$ cat config.mk
export PLATFORM = sky130hd
export DESIGN_NAME = binary_median_stream
export DESIGN_NICKNAME = d
export VERILOG_FILES = /design/src/rtl/median_pkg.sv /design/src/rtl/bit_line_buffer.sv /design/src/rtl/binary_median_stream.sv
export SDC_FILE = /design/constraint.sdc
export NUM_CORES = 1
export LEC_CHECK = 0
export ABC_AREA = 1
export CORE_MARGIN = 2
export CORE_UTILIZATION = 40
export DETAILED_ROUTE_END_ITERATION = 16
export PLACE_DENSITY = 0.56
export SLEW_MARGIN = 5
export SYNTH_ARGS = -nofsm -noshare
export SYNTH_HDL_FRONTEND = slang
export SYNTH_SLANG_ARGS = --single-unit
$ cat constraint.sdc
create_clock -name clk -period 10.15 [get_ports clk]
set_input_delay 3.045 -clock clk [delete_from_list [all_inputs] [get_ports clk]]
set_output_delay 3.045 -clock clk [all_outputs]
set_load 0.1 [all_outputs]
$ cat src/rtl/median_pkg.sv
`default_nettype none
// +--------------------------------------------------------------------------+
// | median_pkg                                                               |
// | Shared types and window-size helpers for the binary median filter.       |
// | Revision: 1.0                                                            |
// +--------------------------------------------------------------------------+
package median_pkg;

  typedef enum logic [1:0] {
    IDLE = 2'd0,
    SCAN = 2'd1,
    DONE = 2'd2
  } state_t;

  function automatic int win_count_w(input int win);
    return $clog2(win * win + 1);
  endfunction

  function automatic int MEDIAN_LIMIT(input int win);
    return (win * win - 1) / 2;
  endfunction

endpackage
`default_nettype wire

$ cat src/rtl/bit_line_buffer.sv
`default_nettype none
// +--------------------------------------------------------------------------+
// | bit_line_buffer                                                          |
// | Narrow row store: combinational read and registered write at one index.  |
// | Revision: 1.0                                                            |
// +--------------------------------------------------------------------------+
module bit_line_buffer #(
  parameter int DEPTH = 129,
  parameter int WIDTH = 2,
  parameter int IDX_W = 8
) (
  input  logic             clk,
  input  logic             reset,
  input  logic             en,
  input  logic [IDX_W-1:0] idx,
  input  logic [WIDTH-1:0] wrData,
  output logic [WIDTH-1:0] rdData
);

  logic [WIDTH-1:0] r_mem [DEPTH];

  assign rdData = r_mem[idx];

  always_ff @(posedge clk or negedge reset) begin
    if (!reset) begin
      for (int i = 0; i < DEPTH; i++) begin
        r_mem[i] <= '0;
      end
    end else if (en) begin
      r_mem[idx] <= wrData;
    end
  end

endmodule
`default_nettype wire

$ cat src/rtl/binary_median_stream.sv
`default_nettype none
// +--------------------------------------------------------------------------+
// | binary_median_stream                                                     |
// | Streaming WINxWIN binary median / threshold filter with zero padding.    |
// | Revision: 1.0                                                            |
// +--------------------------------------------------------------------------+
module binary_median_stream
  import median_pkg::*;
#(
  parameter int COLS   = 128,
  parameter int ROWS   = 128,
  parameter int ADDR_W = 8,
  parameter int WIN    = 3
) (
  input  logic              clk,
  input  logic              reset,
  input  logic              startFilter,
  input  logic              thresholdMode,
  input  logic [4:0]        threshold,
  input  logic              eventIn,
  input  logic              inValid,
  output logic              inReady,
  output logic              eventOut,
  output logic [ADDR_W-1:0] xAddress,
  output logic [ADDR_W-1:0] yAddress,
  output logic              write,
  output logic              busy,
  output logic              frameDone
);

  localparam int c_R   = (WIN - 1) / 2;
  localparam int c_SW  = ADDR_W + 1;
  localparam int c_CW  = win_count_w(WIN);
  localparam int c_LBW = $clog2(COLS + c_R);
  localparam logic [c_SW-1:0] c_COLS  = c_SW'(COLS);
  localparam logic [c_SW-1:0] c_ROWS  = c_SW'(ROWS);
  localparam logic [c_SW-1:0] c_XLAST = c_SW'(COLS + c_R - 1);
  localparam logic [c_SW-1:0] c_YLAST = c_SW'(ROWS + c_R - 1);
  localparam logic [c_SW-1:0] c_RS    = c_SW'(c_R);
  localparam logic [c_CW-1:0] c_LIMIT = c_CW'(MEDIAN_LIMIT(WIN));

  generate
    if ((WIN != 3 && WIN != 5) || COLS < WIN || ROWS < WIN ||
        (1 << ADDR_W) < COLS || (1 << ADDR_W) < ROWS) begin : g_badParams
      $error("binary_median_stream: illegal WIN/COLS/ROWS/ADDR_W");
    end
  endgenerate

  state_t          r_state, w_nextState;
  logic [c_SW-1:0] r_sx, r_sy;
  logic            r_mode;
  logic [4:0]      r_thr;
  logic            w_inGrid, w_advance, w_inBit, w_lastPos, w_emit;
  logic [WIN-2:0]  w_lbRd, w_lbWr;
  logic [WIN-1:0]  w_col;
  logic [WIN-1:0]  r_win [WIN];
  logic [WIN-1:0]  w_win [WIN];
  logic [c_CW-1:0] w_count;
  logic            w_pixel;
  logic            r_eventOut, r_write, r_frameDone;
  logic [ADDR_W-1:0] r_x, r_y;

  assign w_inGrid  = (r_sx < c_COLS) && (r_sy < c_ROWS);
  assign inReady   = (r_state == SCAN) && w_inGrid;
  // Pad positions advance unconditionally; grid positions wait for data.
  assign w_advance = (r_state == SCAN) && (!w_inGrid || inValid);
  assign w_inBit   = w_inGrid && eventIn;
  assign w_lastPos = (r_sx == c_XLAST) && (r_sy == c_YLAST);
  assign w_emit    = w_advance && (r_sx >= c_RS) && (r_sy >= c_RS);
  assign busy      = (r_state != IDLE);

  always_ff @(posedge clk or negedge reset) begin
    if (!reset) r_state <= IDLE;
    else        r_state <= w_nextState;
  end

  always_comb begin
    w_nextState = r_state;
    case (r_state)
      IDLE:    if (startFilter) w_nextState = SCAN;
      SCAN:    if (w_advance && w_lastPos) w_nextState = DONE;
      DONE:    w_nextState = IDLE;
      default: w_nextState = IDLE;
    endcase
  end

  always_ff @(posedge clk or negedge reset) begin
    if (!reset) begin
      r_sx   <= '0;
      r_sy   <= '0;
      r_mode <= 1'b0;
      r_thr  <= '0;
    end else if (r_state == IDLE && startFilter) begin
      r_sx   <= '0;
      r_sy   <= '0;
      r_mode <= thresholdMode;
      r_thr  <= threshold;
    end else if (w_advance) begin
      if (r_sx == c_XLAST) begin
        r_sx <= '0;
        r_sy <= w_lastPos ? '0 : r_sy + 1'b1;
      end else begin
        r_sx <= r_sx + 1'b1;
      end
    end
  end

  bit_line_buffer #(
    .DEPTH (COLS + c_R),
    .WIDTH (WIN - 1),
    .IDX_W (c_LBW)
  ) u_lineBuf (
    .clk    (clk),
    .reset  (reset),
    .en     (w_advance),
    .idx    (r_sx[c_LBW-1:0]),
    .wrData (w_lbWr),
    .rdData (w_lbRd)
  );

  assign w_lbWr = {w_lbRd[WIN-3:0], w_inBit};

  // Rows above the frame top may still hold the previous frame.
  always_comb begin
    w_col = {w_lbRd, w_inBit};
    for (int k = 1; k < WIN; k++) begin
      if (r_sy < c_SW'(k)) w_col[k] = 1'b0;
    end
  end

  // Clearing older columns at sx==0 zero-pads the left edge.
  always_comb begin
    w_win[0] = w_col;
    for (int j = 1; j < WIN; j++) begin
      w_win[j] = (r_sx == '0) ? '0 : r_win[j-1];
    end
  end

  always_comb begin
    w_count = '0;
    for (int j = 0; j < WIN; j++) begin
      for (int k = 0; k < WIN; k++) begin
        w_count = w_count + c_CW'(w_win[j][k]);
      end
    end
    if (r_mode) w_pixel = (6'(w_count) >= 6'(r_thr));
    else        w_pixel = (w_count > c_LIMIT);
  end

  always_ff @(posedge clk or negedge reset) begin
    if (!reset) begin
      for (int j = 0; j < WIN; j++) r_win[j] <= '0;
    end else if (w_advance) begin
      for (int j = 0; j < WIN; j++) r_win[j] <= w_win[j];
    end
  end

  always_ff @(posedge clk or negedge reset) begin
    if (!reset) begin
      r_write     <= 1'b0;
      r_eventOut  <= 1'b0;
      r_x         <= '0;
      r_y         <= '0;
      r_frameDone <= 1'b0;
    end else begin
      r_write     <= w_emit;
      r_frameDone <= (r_state == DONE);
      if (w_emit) begin
        r_eventOut <= w_pixel;
        r_x        <= ADDR_W'(r_sx - c_RS);
        r_y        <= ADDR_W'(r_sy - c_RS);
      end
    end
  end

  assign write     = r_write;
  assign eventOut  = r_eventOut;
  assign xAddress  = r_x;
  assign yAddress  = r_y;
  assign frameDone = r_frameDone;

endmodule
`default_nettype wire

# Word level (Yosys, flattened, before mapping)
# Index checks and enable logic that the tools add are counted.
dict set report totals {
  in_bits 11
  regBits 309
}
dict set report classes {
  addsub 12
  mux 21
  bitwise_logic 1
  reduce_logical 19
  magnitude_cmp 10
  n_eq_ne 6
}
# cell count
set op_table {}
lappend op_table {{bitwise mux 258 bit} 1}
lappend op_table {{2-to-1 mux 9 bit} 7}
lappend op_table {{adder 4 x 1 -> 4 bit} 5}
lappend op_table {{adder 9 x 1 -> 9 bit (second input constant)} 2}
lappend op_table {{== test 9 x 8 -> 1 bit (second input constant)} 2}
lappend op_table {{>= comparator 9 x 1 -> 1 bit (second input constant)} 2}
lappend op_table {{< comparator 9 x 1 -> 1 bit (second input constant)} 2}
lappend op_table {{< comparator 9 x 8 -> 1 bit (second input constant)} 2}
lappend op_table {{binary-select mux 2 bit (select 8 bit)} 1}
lappend op_table {{demux 2 bit (select 8 bit)} 1}
lappend op_table {{subtractor 8 x 1 -> 8 bit (second input constant)} 2}
lappend op_table {{logical AND 1 bit} 10}
lappend op_table {{2-to-1 mux 2 bit} 5}
lappend op_table {{>= comparator 9 bit (second input constant)} 1}
lappend op_table {{zero test 9 bit} 1}
lappend op_table {{< comparator 9 x 2 -> 1 bit (second input constant)} 1}
lappend op_table {{NOT 8 -> 9 bit} 1}
lappend op_table {{2-to-1 mux 3 bit} 2}
lappend op_table {{nonzero test 2 bit} 3}
lappend op_table {{>= comparator 4 x 5 -> 1 bit} 1}
lappend op_table {{adder 3 x 1 -> 4 bit} 1}
lappend op_table {{> comparator 4 x 3 -> 1 bit (second input constant)} 1}
lappend op_table {{one-hot mux 2 bit (2 select lines)} 1}
lappend op_table {{AND reduction 2 bit} 2}
lappend op_table {{other kinds (10)} 12}

# Longest topological paths before layout
# Gate-level depths: netlist of run 1.
dict set report logic_depth {
  word_depth 15
  ltp_mapped 33
}

# Hierarchy
# From an unflattened synthesis of run 1, not the netlist that was laid out.
dict set report unflattened {
  hier_cells 2147
  area_unflattened_um2 16019.1
}
# mod area_per_inst_um2 n_inst cells_per_inst
set by_module_without_submodules {}
lappend by_module_without_submodules {bit_line_buffer 12746.0 1 1735}
lappend by_module_without_submodules {binary_median_stream 3273.1 1 412}

# Worst setup path after synthesis of run 1
# Ideal clock, no wire load.
dict set report synth_timing {
  path_kind {input to register}
  start {in eventIn}
  end {reg r_eventOut (netlist: eventOut)}
  required_ns 10.025
  setup_slack_ns 3.427
  setup_time_ns 0.125
  arrival_time_ns 6.598
  path_stages 17
  cell_sequence {nand2_1 -> clkbuf_1 -> fa_1 -> fa_1 -> fa_1 -> inv_1 -> fa_1 -> inv_1 -> fa_1 -> inv_1 -> ha_1 -> a21oi_1 -> o21bai_1 -> a21oi_1 -> nor2_1 -> nor2_1 -> o21ai_1}
}
dict set report synth_via {
  elab_chain_len 11
  word_cells_on_any_way 12
  cone_classes {add/sub (8); order compare (2); mux (1); reduce/logical (1)}
}
# element line
set synth_lines {}
lappend synth_lines {{from (decl)} binary_median_stream.sv:20} ;# input logic eventIn,
lappend synth_lines {{logical AND 1 bit (*)} binary_median_stream.sv:67} ;# assign w_inBit = w_inGrid && eventIn;
lappend synth_lines {{adder 1 x 1 -> 2 bit (*)} binary_median_stream.sv:143} ;# w_count = w_count + c_CW'(w_win[j][k]);
lappend synth_lines {{adder 2 x 1 -> 3 bit (*)} binary_median_stream.sv:143}
lappend synth_lines {{adder 3 x 1 -> 4 bit (*)} binary_median_stream.sv:143}
lappend synth_lines {{adder 4 x 1 -> 4 bit (*) (5 in a row)} binary_median_stream.sv:143}
lappend synth_lines {{>= comparator 4 x 5 -> 1 bit or > comparator 4 x 3 -> 1 bit (tied branches)} {binary_median_stream.sv:146, binary_median_stream.sv:147}}
lappend synth_lines {{2-to-1 mux 1 bit (*)} binary_median_stream.sv:146} ;# if (r_mode) w_pixel = (6'(w_count) >= 6'(r_thr));
lappend synth_lines {{to (signal assigned)} binary_median_stream.sv:169} ;# r_eventOut <= w_pixel;
lappend synth_lines {{to (decl)} binary_median_stream.sv:60} ;# logic r_eventOut, r_write, r_frameDone;
# Every way passes the cells marked *; elsewhere a longest branch is shown, timed or not.
# A chain may end at the register's enable or synchronous reset.

# Worst setup path in the final report of run 1
dict set report layout_timing {
  start {reg r_sx[0]}
  end {reg r_eventOut (netlist: eventOut)}
}
dict set report layout_via {
  elab_chain_len 15
  word_cells_on_any_way 29
  cone_classes {add/sub (8); order compare (4); mux (8); bitwise (1); reduce/logical (8)}
}
# element line
set layout_lines {}
lappend layout_lines {{from (decl)} binary_median_stream.sv:50} ;# logic [c_SW-1:0] r_sx, r_sy;
lappend layout_lines {{from (signal assigned)} binary_median_stream.sv:103} ;# r_sx <= r_sx + 1'b1;
lappend layout_lines {{NOT 8 -> 9 bit (not written as such)} bit_line_buffer.sv:22} ;# assign rdData = r_mem[idx];
lappend layout_lines {{binary-select mux 2 bit (select 8 bit)} bit_line_buffer.sv:22}
lappend layout_lines {{2-to-1 mux 2 bit (not written as such) (2 in a row)} bit_line_buffer.sv:22}
lappend layout_lines {{2-to-1 mux 1 bit} binary_median_stream.sv:127} ;# if (r_sy < c_SW'(k)) w_col[k] = 1'b0;
lappend layout_lines {{adder 1 x 1 -> 2 bit} binary_median_stream.sv:143}
lappend layout_lines {{adder 2 x 1 -> 3 bit} binary_median_stream.sv:143}
lappend layout_lines {{adder 3 x 1 -> 4 bit} binary_median_stream.sv:143}
lappend layout_lines {{adder 4 x 1 -> 4 bit (5 in a row)} binary_median_stream.sv:143}
lappend layout_lines {{>= comparator 4 x 5 -> 1 bit or > comparator 4 x 3 -> 1 bit (tied branches)} {binary_median_stream.sv:146, binary_median_stream.sv:147}}
lappend layout_lines {{2-to-1 mux 1 bit} binary_median_stream.sv:146}
# Parallel ways exist; a longest one is shown, timed or not. The select of a mux whose other input is x is not followed.

==> results of run 1 <==
## power by group through the flow
| stage | logic [mW] | clock network [mW] | registers (mW) |
|---|---|---|---|
| after floorplan | 0.00000556 | 0 | 1.25 |
| after global placement | 0.0316 | 0 | 1.25 |
| after detailed placement | 0.0318 | 0 | 1.25 |
| after CTS | 0.0319 | 1.38 | 1.23 |
| after global routing | 0.0348 | 1.43 | 1.23 |
| final | 0.0290 | 1.35 | 1.23 |
## stage by stage
stage               setup slack (ns)  hold WS [ns]
floorplan                       3.43         0.423
global placement                2.70         0.441
detailed placement              2.75         0.448
CTS                             2.81         0.460
global route                    2.29         0.487
finish                          2.75         0.455
## synthesized netlist by cell type, drive strengths merged
cell type,number,area (um^2)
nand2,661,2490
dfrtp,309,7730
o21ai,285,1430
nor2,274,1050
inv,264,993
nand3,97,490
buf,79,512
a21oi,33,165
clkbuf,24,91.3
mux2,21,236
ha,15,188
o211ai,15,113
o21a,15,113
xor2,14,123
nor3,12,60.1
clkinv,7,26.3
o22ai,6,37.5
fa,5,100
nand4,4,25.0
a21boi,3,22.5
a22oi,3,22.5
o31ai,2,15.0
xnor2,2,17.5
a211oi,1,12.5
and2,1,6.26
nor4,1,6.26
o21bai,1,7.51
or2,1,6.26
## area by class of cell
| cell class | instances | area (um^2) |
|---|---|---|
| inverter | 271 | 1020 |
| clock inverter | 8 | 119 |
| tap | 525 | 657 |
| sequential | 309 | 7740 |
| clock buffer | 53 | 1100 |
| multi-input combinational | 1472 | 6740 |
| timing repair buffer | 42 | 423 |
| fill | 4040 | 21900 |
## worst max-delay path, delay by kind of cell, from the launching register on
| family | cells | cell delay, ns |
|---|---|---|
| fa+ha+maj | 6 | 2.57 |
| simple gates | 14 | 1.73 |
| buf+inv | 5 | 1.62 |
| flops | 1 | 0.80 |
| compound gates | 4 | 0.43 |
## sequential cells by signal, summed over array words and instances (netlist names)
name / count
eventOut: 1
frameDone: 1
r_mode: 1
r_state: 2
r_sx: 9
r_sy: 9
r_thr: 5
r_win: 6
u_lineBuf.r_mem: 258
write: 1
xAddress: 8
yAddress: 8
## placed cells by master, fill, tap and decap left out, types with 21 or more instances in the layout
master	synthesis	layout
inv_1	255	255
clkbuf_16	0	39
o21ai_1	83	83
o21ai_0	202	202
a21oi_1	33	33
dfrtp_1	309	307
clkdlybuf4s50_1	0	30
nand2_1	659	659
nand3_1	96	96
mux2_2	21	21
nor2_1	270	270
## worst min path at each step
stage / end / slack (ns) / from
after floorplan: frameDone / 0.42 / r_state[0]
after global placement: frameDone / 0.44 / r_state[0]
after detailed placement: frameDone / 0.45 / r_state[0]
after CTS: frameDone / 0.46 / r_state[0]
after global routing: frameDone / 0.49 / r_state[0]
final: frameDone / 0.45 / r_state[0]
## routing by layer
metal	up-vias	global-route usage	part of all wire	wire, um
li1	6690	-	-	-
met1	6432	0.324	0.46	21100
met2	347	0.350	0.44	20200
met3	74	0.0387	0.063	2880
met4	0	0.0732	0.031	1420
met5	-	0	0	0
## kinds of logic (layout without fill, tap and decap cells)
group,count (synthesis),count (layout)
AOI/OAI and AO/OA,364,364
xor gates and xnor gates,16,16
adders and majority gates,20,20
buffers and inverters,374,374
DFF,309,309
muxes,21,21
and+or+nand+nor,1051,1051
==> key figures, run 1 <==
Layout
  • Layout Nets: 2164
  • Synthesis-to-layout area growth: 10.6%
  • Final core occ: 0.448
  • Fin area: 17800 um^2
  • Share of post-route cells with drive strength above 1: 0.0497
  • Fin cells: 2680
  • # diodes: 0

Logic synthesis
  • Post-Synth Adder-Cell Area: 0.0179
  • Cell Area, Synth: 16100 um^2
  • #FFs+latches synth: 309
  • Multiplexer share of the synthesized area: 0.0147
  • Post-Synthesis Mean Instance Area: 7.46 um^2
  • Post-Synth XOR/XNOR Area: 0.00871
  • Syn nets: 2186
  • Yosys cell types: 40
  • Synth Instances: 2155
  • Area fraction in compound gates after synthesis: 0.120
  • Largest family of logic cells by synthesized area: simple AND/OR/NAND/NOR gates
  • Simple-Gate Fraction of Synth Area: 0.257
  • Sequential cell area fraction in the yosys report: 0.481
  • Warnings from Yosys: 0

Run
  • MaxCap Viol Count: 0

Global route
  • Initial antenna violation count: 0
  • Grt total ovfl: 0
  • Global-route wire length before repair: 73800 um
  • Pin count of the biggest net entering global routing: 178
  • Gr usage total: 0.227
  • Vias in the first global route: 13051

Power and ir drop
  • Worst vdd ir: 116 uV
  • Sw Share: 0.211
  • Tot Pwr: 2.61 mW
  • Clock share of power: 0.517
  • Seq pwr share: 0.472
  • Combinational fraction of design power: 0.011
  • Power per standard cell area: 147 nW/um^2
  • Switching power: 550 uW
  • Internal power: 2.06 mW
  • Leakage power: 8.39 nW

Worst setup path
  • Reg2reg setup slack: 2.75 ns
  • Worst r2r dst: eventOut
  • CP most frequent cell: nand2_1
  • Worst setup EP type: register
  • Worst Setup Start Kind: register
  • CP Max Fanout: 57
  • Slowest CP cell: clkinv_2
  • Worst Path Arrival: 7.81 ns
  • Critical Path End: eventOut
  • Worst r2r src: r_sx[0]
  • CP Data Required Time: 10.56 ns
  • CP Class: register to register
  • Max stage delay on crit path: 0.90 ns
  • Worst setup path start: r_sx[0]
  • Worst R2R Path Depth: 29

STA
  • Tcrit/Tclk final: 0.729
  • RSZ-0062 raised after global routing: false
  • Fmax: 135 MHz
  • Clk_skew: 0.0205 ns
  • Final setup fails: 0
  • Setup TNS: 0 ns
  • Max-slew headroom: 0.289
  • Endpoints failing hold: 0
  • Tightest Pin Transition: 1.07 ns
  • Tmin final: 7.40 ns
  • Slew Viols, Final: 0

Detailed routing
  • Initial DRC Count: 1140
  • Final WL: 45600 um
  • Routed vias/inst: 5.05
  • Total vias in the final route: 13543
  • Drt pass-1 iters: 7
  • DRC viols: 0
  • Antenna-violating nets left: 0
  • Routed length per instance: 17.0 um

Placed design
  • GPL Wtd Cong: 0.915
  • DP Area: 16600 um^2
  • HPWL after DPL: 27700 um
  • Placed Cells: 2619
  • Count of input and output buffers: 31

Floorplanning
  • Starting density of the core: 0.405
  • Die Width: 205 um
  • Total Die Area: 41800 um^2
  • CORE AREA: 39700 um^2
  • Core Rows: 73
  • I/O Pins: 32
  • Chip height: 205 um

Min path
  • Hold depth: 1
  • Min-delay worst type: register to register

Clock tree
  • Post-CTS Setup Bufs: 0
  • Clock buffer depth: 3
  • H-tree level count: 2
  • CTS clk-pin slew, worst paths: 0.06 ns
  • CTS Hold Bufs: 0
  • Num CTS Buffers: 37
  • CTS tree: built
  • # resized after CTS: 0
  • Clock Tree Root: clkbuf_16
  • Clk Latency, worst-skew pair: 0.54 ns
  • # clock sinks: 309

Status
  • Status: finished clean
Power figures use the tool's default switching activity.
==> run 2, diff against run 1 <==
- clock period: 10.15 -> 7.75 ns (I/O delays scaled with it)
==> run 2 against run 1 <==
- via count increased by 0.30%
- non-clock buffer count increased by 5
- combinational power grew 32%
- critical path depth is 5 lower
- count of clock-buffer cells in the layout is 6 lower
- register-to-register slack worse by 0.93 ns
- largest power group is now registers
==> key figures, run 2 (synthesis gave the netlist of run 1 again) <==
Status
  • Status: finished clean

STA
  • Worst hold slack: 0.451 ns
  • Clk_skew: 0.0145 ns
  • Tmin final: 5.94 ns
  • Endpoints failing hold: 0
  • Tcrit/Tclk final: 0.766
  • Final setup fails: 0
  • Setup TNS: 0 ns
  • Tightest Pin Transition: 1.11 ns
  • Slew Viols, Final: 0
  • Setup ws final: 1.81 ns
  • RSZ-0062 raised after global routing: false
  • Max-slew headroom: 0.257
  • Fmax: 168 MHz

Floorplanning
  • I/O Pins: 32
  • Die Width: 205 um
  • Starting density of the core: 0.405
  • Core Rows: 73
  • CORE AREA: 39700 um^2
  • Total Die Area: 41800 um^2
  • Chip height: 205 um

Detailed routing
  • Total vias in the final route: 13584
  • Antenna-violating nets left: 0
  • Routed length per instance: 16.9 um
  • Routed vias/inst: 5.07
  • Drt pass-1 iters: 5
  • DRC viols: 0
  • Initial DRC Count: 864
  • Final WL: 45200 um

Clock tree
  • Post-CTS Setup Bufs: 0
  • # clock sinks: 309
  • Clock buffer depth: 3
  • Clk Latency, worst-skew pair: 0.52 ns
  • CTS clk-pin slew, worst paths: 0.06 ns
  • CTS Hold Bufs: 0
  • CTS tree: built
  • # resized after CTS: 0
  • Num CTS Buffers: 37
  • Clock Tree Root: clkbuf_16
  • H-tree level count: 2

Placed design
  • HPWL after DPL: 27400 um
  • DP Area: 16600 um^2
  • Count of input and output buffers: 31
  • Placed Cells: 2624
  • GPL Wtd Cong: 0.879
  • Setup Slack @ Placement: 1.44 ns

Layout
  • Layout Nets: 2169
  • Synthesis-to-layout area growth: 10.0%
  • Largest register FFs: 258
  • FF/Latch Area: 7740 um^2
  • Top Registers: u_lineBuf.r_mem x258, r_sx x9, r_sy x9
  • Fin area: 17700 um^2
  • # diodes: 0
  • Fin cells: 2681
  • Most frequent cells in the layout: 659 x nand2_1, 307 x dfrtp_1, 270 x nor2_1
  • Layout fillers: 4067
  • Reg with most FFs: u_lineBuf.r_mem
  • Commonest non-fill, non-tap cell in the layout: nand2_1
  • Share of post-route cells with drive strength above 1: 0.0501
  • Multi-input logic area: 6740 um^2
  • Final core occ: 0.445

Power and ir drop
  • Worst vdd ir: 153 uV
  • Tot Pwr: 3.26 mW
  • Switching power: 704 uW
  • Clock share of power: 0.493
  • Power per standard cell area: 184 nW/um^2
  • Combinational fraction of design power: 0.012
  • Leakage power: 8.35 nW
  • Seq pwr share: 0.496
  • Sw Share: 0.216
  • Internal power: 2.55 mW

Global route
  • Initial antenna violation count: 0
  • Global-route wire length before repair: 73200 um
  • Grt total ovfl: 0
  • Gr usage total: 0.224
  • Pin count of the biggest net entering global routing: 158
  • Vias in the first global route: 13431

Worst setup path
  • Worst r2r src: r_sx[0]
  • CP Max Fanout: 57
  • Worst Setup Start Kind: register
  • Worst R2R Path Depth: 24
  • Worst setup EP type: register
  • CP Class: register to register
  • Worst Path Arrival: 6.34 ns
  • Worst setup path start: r_sx[0]
  • CP Data Required Time: 8.16 ns

Min path
  • Min-delay src: r_state[0]
  • Min-delay worst type: register to register
  • Hold depth: 1

Run
  • MaxCap Viol Count: 0
-- run 2: final timing paths --
kind | slack, ns | endpoint
min in group asynchronous | 1.89 | u_lineBuf.r_mem[174]
setup reg to reg | 1.81 | eventOut
hold / removal | 0.45 | frameDone
hold reg to reg | 0.45 | frameDone
setup / recovery | 1.81 | eventOut
max in group asynchronous | 4.34 | u_lineBuf.r_mem[55]
-- run 2: power by group through the flow --
stage	Sequential, mW	Combinational, mW	Clock (mW)
finish	1.61	0.0383	1.60
global route	1.61	0.0459	1.71
CTS	1.61	0.0417	1.65
detailed placement	1.64	0.0416	0
global placement	1.64	0.0413	0
floorplan	1.64	0.00000582	0
-- run 2: layout make-up --
type / count / share of cell area
sequential: 309 / 0.437
clock buffer: 47 / 0.0561
clock inverter: 10 / 0.00460
multi-input combinational: 1472 / 0.381
inverter: 271 / 0.0577
timing repair buffer: 47 / 0.0267
tap: 525 / 0.0371
-- run 2: critical path, stage by stage, from the launching register on --
cell,delay [ns]
dfrtp_4,0.72
clkinv_2,0.22
buf_12,0.24
ha_1,0.23
inv_1,0.12
nor2_1,0.07
inv_1,0.44
nor2_1,0.14
nand3_1,0.22
nand2_1,0.11
fa_1,0.52
fa_1,0.45
fa_1,0.49
inv_1,0.05
fa_1,0.40
inv_1,0.08
fa_1,0.44
inv_1,0.08
ha_1,0.22
a21oi_1,0.15
o21bai_1,0.07
a21oi_1,0.12
nor2_1,0.05
nor2_1,0.08
o21ai_1,0.07
-- run 2: per-layer routing --
metal | part of all wire | vias to the layer above | global-route usage
met4 | 0.034 | 0 | 0.0779
met2 | 0.45 | 309 | 0.362
met5 | 0 | - | 0
met3 | 0.054 | 94 | 0.0340
met1 | 0.46 | 6499 | 0.307
li1 | - | 6682 | -
